<file path="config.mk">
export PLATFORM = sky130hd
export DESIGN_NAME = change_payout_ctrl
export DESIGN_NICKNAME = d
export VERILOG_FILES = /design/src/rtl/change_payout_ctrl.sv
export SDC_FILE = /design/constraint.sdc
export NUM_CORES = 1
export LEC_CHECK = 0
export CORE_UTILIZATION = 50
export CTS_CLUSTER_SIZE = 16
export DETAILED_ROUTE_END_ITERATION = 16
export MAX_ROUTING_LAYER = met4
export PLACE_DENSITY = 0.76
export SLEW_MARGIN = 40
export SYNTH_ARGS = -nofsm -noshare
export SYNTH_HDL_FRONTEND = slang
export SYNTH_SLANG_ARGS = --single-unit
export TNS_END_PERCENT = 10
</file>
<file path="constraint.sdc">
create_clock -name clk_N -period 2.4 [get_ports clk_N]
set_clock_uncertainty 0.1 [all_clocks]
set_input_delay 0.24 -clock clk_N [delete_from_list [all_inputs] [get_ports clk_N]]
set_output_delay 0.24 -clock clk_N [all_outputs]
set_load 0.05 [all_outputs]
</file>
<file path="src/rtl/change_payout_ctrl.sv">
// change_payout_ctrl: coin-hopper payout sequencer for a change dispenser.
// Pays a requested amount (whole units plus an optional half unit) by
// ejecting coins one at a time, largest first, while tracking hopper stock.
//
// Build option: define CHANGE_HALF_EN to enable the half-unit coin path.
// Without it, half coins are never selected, cnth reads 0, and any
// outstanding half unit ends the payout as short.
//
// Ports
//   clk_N       system clock (rising edge)
//   reset       asynchronous active-high reset
//   req         payout request, sampled only when idle
//   req_val     whole units to pay (0..31)
//   req_float   extra half unit to pay
//   refill      reload inventory to INIT values (idle only, wins over req)
//   hop_ack     hopper ejected one coin
//   hop_fire    eject request, held until hop_ack or timeout
//   hop_sel     coin select: 01=1-unit, 10=10-unit, 11=half, 00=none
//   busy        payout in progress
//   done        one-cycle pulse at end of every payout
//   short       last payout incomplete (sticky until next accepted req)
//   paid_val    whole units actually paid
//   paid_float  half unit actually paid
//   cnt10/cnt1/cnth  current inventory counts
module change_payout_ctrl #(
  parameter int unsigned INV10_INIT  = 4,
  parameter int unsigned INV1_INIT   = 20,
  parameter int unsigned INVH_INIT   = 10,
  parameter int unsigned ACK_TIMEOUT = 15
) (
  input  logic       clk_N,
  input  logic       reset,
  input  logic       req,
  input  logic [4:0] req_val,
  input  logic       req_float,
  input  logic       refill,
  input  logic       hop_ack,
  output logic       hop_fire,
  output logic [1:0] hop_sel,
  output logic       busy,
  output logic       done,
  output logic       short,
  output logic [4:0] paid_val,
  output logic       paid_float,
  output logic [3:0] cnt10,
  output logic [4:0] cnt1,
  output logic [3:0] cnth
);

`ifdef CHANGE_HALF_EN
  localparam bit HALF_EN = 1'b1;
`else
  localparam bit HALF_EN = 1'b0;
`endif

  localparam int unsigned TMO_W = (ACK_TIMEOUT > 1) ? $clog2(ACK_TIMEOUT) : 1;

  localparam logic [1:0] SEL_NONE = 2'b00;
  localparam logic [1:0] SEL_1    = 2'b01;
  localparam logic [1:0] SEL_10   = 2'b10;
  localparam logic [1:0] SEL_H    = 2'b11;

  // Half-coin stock is held at zero when the half path is not built.
  localparam logic [3:0] CNTH_RST = HALF_EN ? 4'(INVH_INIT) : 4'd0;

  typedef enum logic [2:0] {
    S_IDLE,
    S_CHECK,
    S_FIRE,
    S_DONE,
    S_SHORT
  } state_t;

  state_t           state;
  logic [4:0]       rem;
  logic             rem_f;
  logic [TMO_W-1:0] tmo;

  // Sequencer: state, hopper handshake, remaining/paid amounts, inventory.
  always_ff @(posedge clk_N or posedge reset) begin
    if (reset) begin
      state      <= S_IDLE;
      hop_fire   <= 1'b0;
      hop_sel    <= SEL_NONE;
      busy       <= 1'b0;
      done       <= 1'b0;
      short      <= 1'b0;
      paid_val   <= '0;
      paid_float <= 1'b0;
      cnt10      <= 4'(INV10_INIT);
      cnt1       <= 5'(INV1_INIT);
      cnth       <= CNTH_RST;
      rem        <= '0;
      rem_f      <= 1'b0;
      tmo        <= '0;
    end else begin
      done <= 1'b0;
      case (state)
        S_IDLE: begin
          busy <= 1'b0;
          if (refill) begin
            cnt10 <= 4'(INV10_INIT);
            cnt1  <= 5'(INV1_INIT);
            cnth  <= CNTH_RST;
          end else if (req) begin
            rem        <= req_val;
            rem_f      <= req_float;
            paid_val   <= '0;
            paid_float <= 1'b0;
            short      <= 1'b0;
            busy       <= 1'b1;
            state      <= S_CHECK;
          end
        end

        // Largest coin first; every decrement is guarded by a nonzero count.
        S_CHECK: begin
          tmo <= '0;
          if (rem >= 5'd10 && cnt10 != 4'd0) begin
            hop_fire <= 1'b1;
            hop_sel  <= SEL_10;
            state    <= S_FIRE;
          end else if (rem >= 5'd1 && cnt1 != 5'd0) begin
            hop_fire <= 1'b1;
            hop_sel  <= SEL_1;
            state    <= S_FIRE;
          end else if (HALF_EN && rem_f && cnth != 4'd0) begin
            hop_fire <= 1'b1;
            hop_sel  <= SEL_H;
            state    <= S_FIRE;
          end else if (rem == 5'd0 && !rem_f) begin
            done  <= 1'b1;
            state <= S_DONE;
          end else begin
            done  <= 1'b1;
            short <= 1'b1;
            state <= S_SHORT;
          end
        end

        // Hold the eject request until the hopper acknowledges or gives up.
        S_FIRE: begin
          if (hop_ack) begin
            hop_fire <= 1'b0;
            hop_sel  <= SEL_NONE;
            state    <= S_CHECK;
            case (hop_sel)
              SEL_10: begin
                cnt10    <= cnt10 - 4'd1;
                rem      <= rem - 5'd10;
                paid_val <= paid_val + 5'd10;
              end
              SEL_1: begin
                cnt1     <= cnt1 - 5'd1;
                rem      <= rem - 5'd1;
                paid_val <= paid_val + 5'd1;
              end
              SEL_H: begin
                cnth       <= cnth - 4'd1;
                rem_f      <= 1'b0;
                paid_float <= 1'b1;
              end
              default: ;
            endcase
          end else if (tmo == TMO_W'(ACK_TIMEOUT - 1)) begin
            // Coin not confirmed: abandon the payout, inventory untouched.
            hop_fire <= 1'b0;
            hop_sel  <= SEL_NONE;
            done     <= 1'b1;
            short    <= 1'b1;
            state    <= S_SHORT;
          end else begin
            tmo <= tmo + TMO_W'(1);
          end
        end

        S_DONE, S_SHORT: begin
          busy  <= 1'b0;
          state <= S_IDLE;
        end

        default: begin
          busy  <= 1'b0;
          state <= S_IDLE;
        end
      endcase
    end
  end

endmodule

</file>
==> results.py <==
metrics = {
    "worst_setup_path": {
        "crit_path_top_delay_cell": "clkdlybuf4s50_1",
        "setup.worst_path.end_class": "output pin",
        "cp.arrival_ns": 1.68,
        "crit_chain": "clkdlybuf4s50_1",
        "path_buf_inv": 1,
        "cpPeakStageDelay_ns": 0.87,
        "critPathRequiredTime_ns": 2.06,
        "crit_family": "buffers and inverters",
        "startpoint_type": "register",
        "path_max_fanout": 9,
        "crit_type": "register to output pin",
    },
    "yosys": {
        "syn_nets": 260,
        "syn_area_um2": 2183,
        "synthCells": 235,
        "yosys.cell_types.count": 50,
        "syn_area_per_cell_um2": 9.291,
        "yosys_register_bits": 38,
        "ys_seq_area_frac": 0.4372,
        "postSynth.asyncResetShare": 1.000,
        "ys.flop_type": "dfrtp_1",
        "ys.warnings.count": 0,
        "synth_edf_count": 0,
    },
    "detailed_routing": {
        "drt_iter0_markers": 119,
        "vias_per_cell": 5.725,
        "ant_nets": 0,
        "drc": 0,
        "totalWireLength_mm": 4.841,
        "wl_per_cell_um": 14.80,
        "first_pass_iters": 4,
        "vias": 1872,
    },
    "final_layout": {
        "layout.nets": 301,
        "fin_util": 0.6626,
        "synthToLayoutAreaGrowth_pct": 24.01,
        "drive_gt1_frac": 0.08303,
        "layout_common_cells": "dfrtp_1 (35), clkdlybuf4s50_1 (35), nand2_1 (22)",
        "diodes": 0,
        "finalNonFillerCells": 327,
    },
    "timing": {
        "fin_hold_ws_ns": 0.2635,
        "relSlewSlack": 0.6122,
        "fin_setup_tns_ns": 0,
        "finalSetupViolCount": 0,
        "hold_violations": 0,
        "fin_crit_sh": 0.8417,
        "timing.fmax_mhz": 495.0,
        "report.final.slew_viol_count": 0,
        "rsz0062_at_grt": "false",
        "fin_crit_ns": 2.020,
        "worst_pin_slew_ns": 0.5798,
    },
    "clocking": {
        "post-cts-setup-buffers": 0,
        "insertion_delay_ns": 0.29,
        "cts_tree": "yes",
        "ctsRootBufferMaster": "clkbuf_8",
        "numCtsBuffers": 5,
        "clk_pin_slew_ns": 0.07,
        "htree_levels": 2,
        "clockBufferDepth": 2,
        "clock-sinks": 38,
        "cts_hold_buf": 0,
        "cts_resized": 0,
    },
    "pwr": {
        "internal_power_uw": 1805,
        "power_frac_seq": 0.326,
        "power_frac_comb": 0.543,
        "power_uw": 3464,
        "net-switching-power_uw": 1658,
        "power_leakage_uw": 0.001209,
        "p_clk_frac": 0.131,
        "power_density_nw_per_um2": 1279,
        "p_sw_frac": 0.4788,
        "vdd_drop_max_mv": 0.7547,
    },
    "floorplan": {
        "die_h_um": 68.08,
        "core_um2": 4086,
        "initial_core_util": 0.5343,
        "io_pins": 36,
        "die_w_um": 68.08,
        "row_count": 23,
        "die_area_um2": 4635,
    },
    "status": {
        "status": "completed",
    },
    "global_routing": {
        "antenna_found_initial": 0,
        "gr-usage-all-layers": 0.2364,
        "grt_max_degree": 39,
        "first_global_vias": 1602,
        "grt_pass1_wl_mm": 7.693,
        "gr-total-overflow": 0,
    },
    "flow_run": {
        "max_cap_viol_count": 0,
    },
    "placement": {
        "numPortBuffers": 35,
        "place_hpwl_mm": 3.599,
        "dpl.cell_count": 319,
        "gp_congestion": 0.8854,
    },
    "min_path": {
        "min_path_type": "input port to asynchronous set/reset pin",
    },
}
[worst paths after layout]
| check | slack [ns] | end | start | cells after the start |
|---|---|---|---|---|
| min in group clk_N | 0.39 | rem_f | req_float | 3 |
| worst max register to register | 0.40 | short | rem[0] | 7 |
| worst min register to register | 0.39 | busy | busy | 1 |
| worst max-delay path | 0.38 | hop_sel[0] | hop_sel[0] | 1 |
| worst min-delay path | 0.26 | cnt1[0] | reset | 3 |
| max in group asynchronous | 1.58 | cnt10[2] | reset | 3 |
[layout make-up]
| type | count | area, um^2 |
|---|---|---|
| Timing Repair Buffer | 43 | 410.4 |
| Fill cell | 355 | 1379 |
| Tap cell | 50 | 62.56 |
| Multi-Input combinational cell | 171 | 1125 |
| Inverter | 17 | 63.81 |
| Sequential cell | 38 | 954.7 |
| Clock inverter | 1 | 5.005 |
| Clock buffer | 7 | 86.33 |
[synth_stat cells (4+ instances only)]
cell type / instances / area share
dfrtp_1: 35 / 0.40
nand2_1: 22 / 0.038
o21ai_0: 20 / 0.046
inv_1: 17 / 0.029
nor2_1: 17 / 0.029
ha_1: 14 / 0.080
a21oi_1: 12 / 0.028
nand3_1: 8 / 0.018
xnor2_1: 7 / 0.028
nand2b_1: 5 / 0.014
o31ai_1: 5 / 0.017
a22o_1: 4 / 0.016
buf_2: 4 / 0.0092
clkbuf_1: 4 / 0.0069
nor2b_1: 4 / 0.011
xor2_1: 4 / 0.016
[registers in the layout, summed over array words and instances, names as in the netlist]
register    cells
busy            1
cnt1            5
cnt10           4
cnth            4
done            1
hop_fire        1
hop_sel         2
paid_float      1
paid_val        5
rem             5
rem_f           1
short           1
state           3
tmo             4
[per-layer routing]
layer | vias up | share of wire | wire length [um] | GRT usage
li1 | 920 | - | - | -
met1 | 889 | 0.47 | 2269 | 0.3137
met2 | 55 | 0.46 | 2226 | 0.3566
met3 | 8 | 0.053 | 256 | 0.04167
met4 | 0 | 0.018 | 88 | 0.09375
met5 | - | 0 | 0 | -
[power groups by stage]
stage               Clock, uW  Combinational [uW]  Sequential (uW)
detailed placement          0                1880             1130
global route              487                2070             1170
finish                    453                1880             1130
CTS                       464                1890             1120
floorplan                   0                 931             1510
global placement            0                1850             1130
[stage by stage]
| step | area (um^2) | setup slack [ns] |
|---|---|---|
| after CTS | 2708 | 0.3718 |
| after global placement | 2616 | 0.3061 |
| after floorplan | 2183 | 0.3474 |
| after detailed placement | 2616 | 0.2968 |
| after global routing | 2708 | 0.2383 |
| final | 2708 | 0.3800 |
[logic make-up (layout without fill, tap and decap cells)]
family / count (synthesis) / after routing / share of synthesized area
AOI/OAI and AO/OA: 62 / 62 / 0.1834
xor gates and xnor gates: 11 / 11 / 0.04412
adders and majority gates: 14 / 14 / 0.08023
buffers and inverters: 26 / 68 / 0.04756
DFF: 38 / 38 / 0.4373
muxes: 1 / 1 / 0.004585
and+or+nand+nor: 83 / 83 / 0.2029
Power figures use the tool's default switching activity.
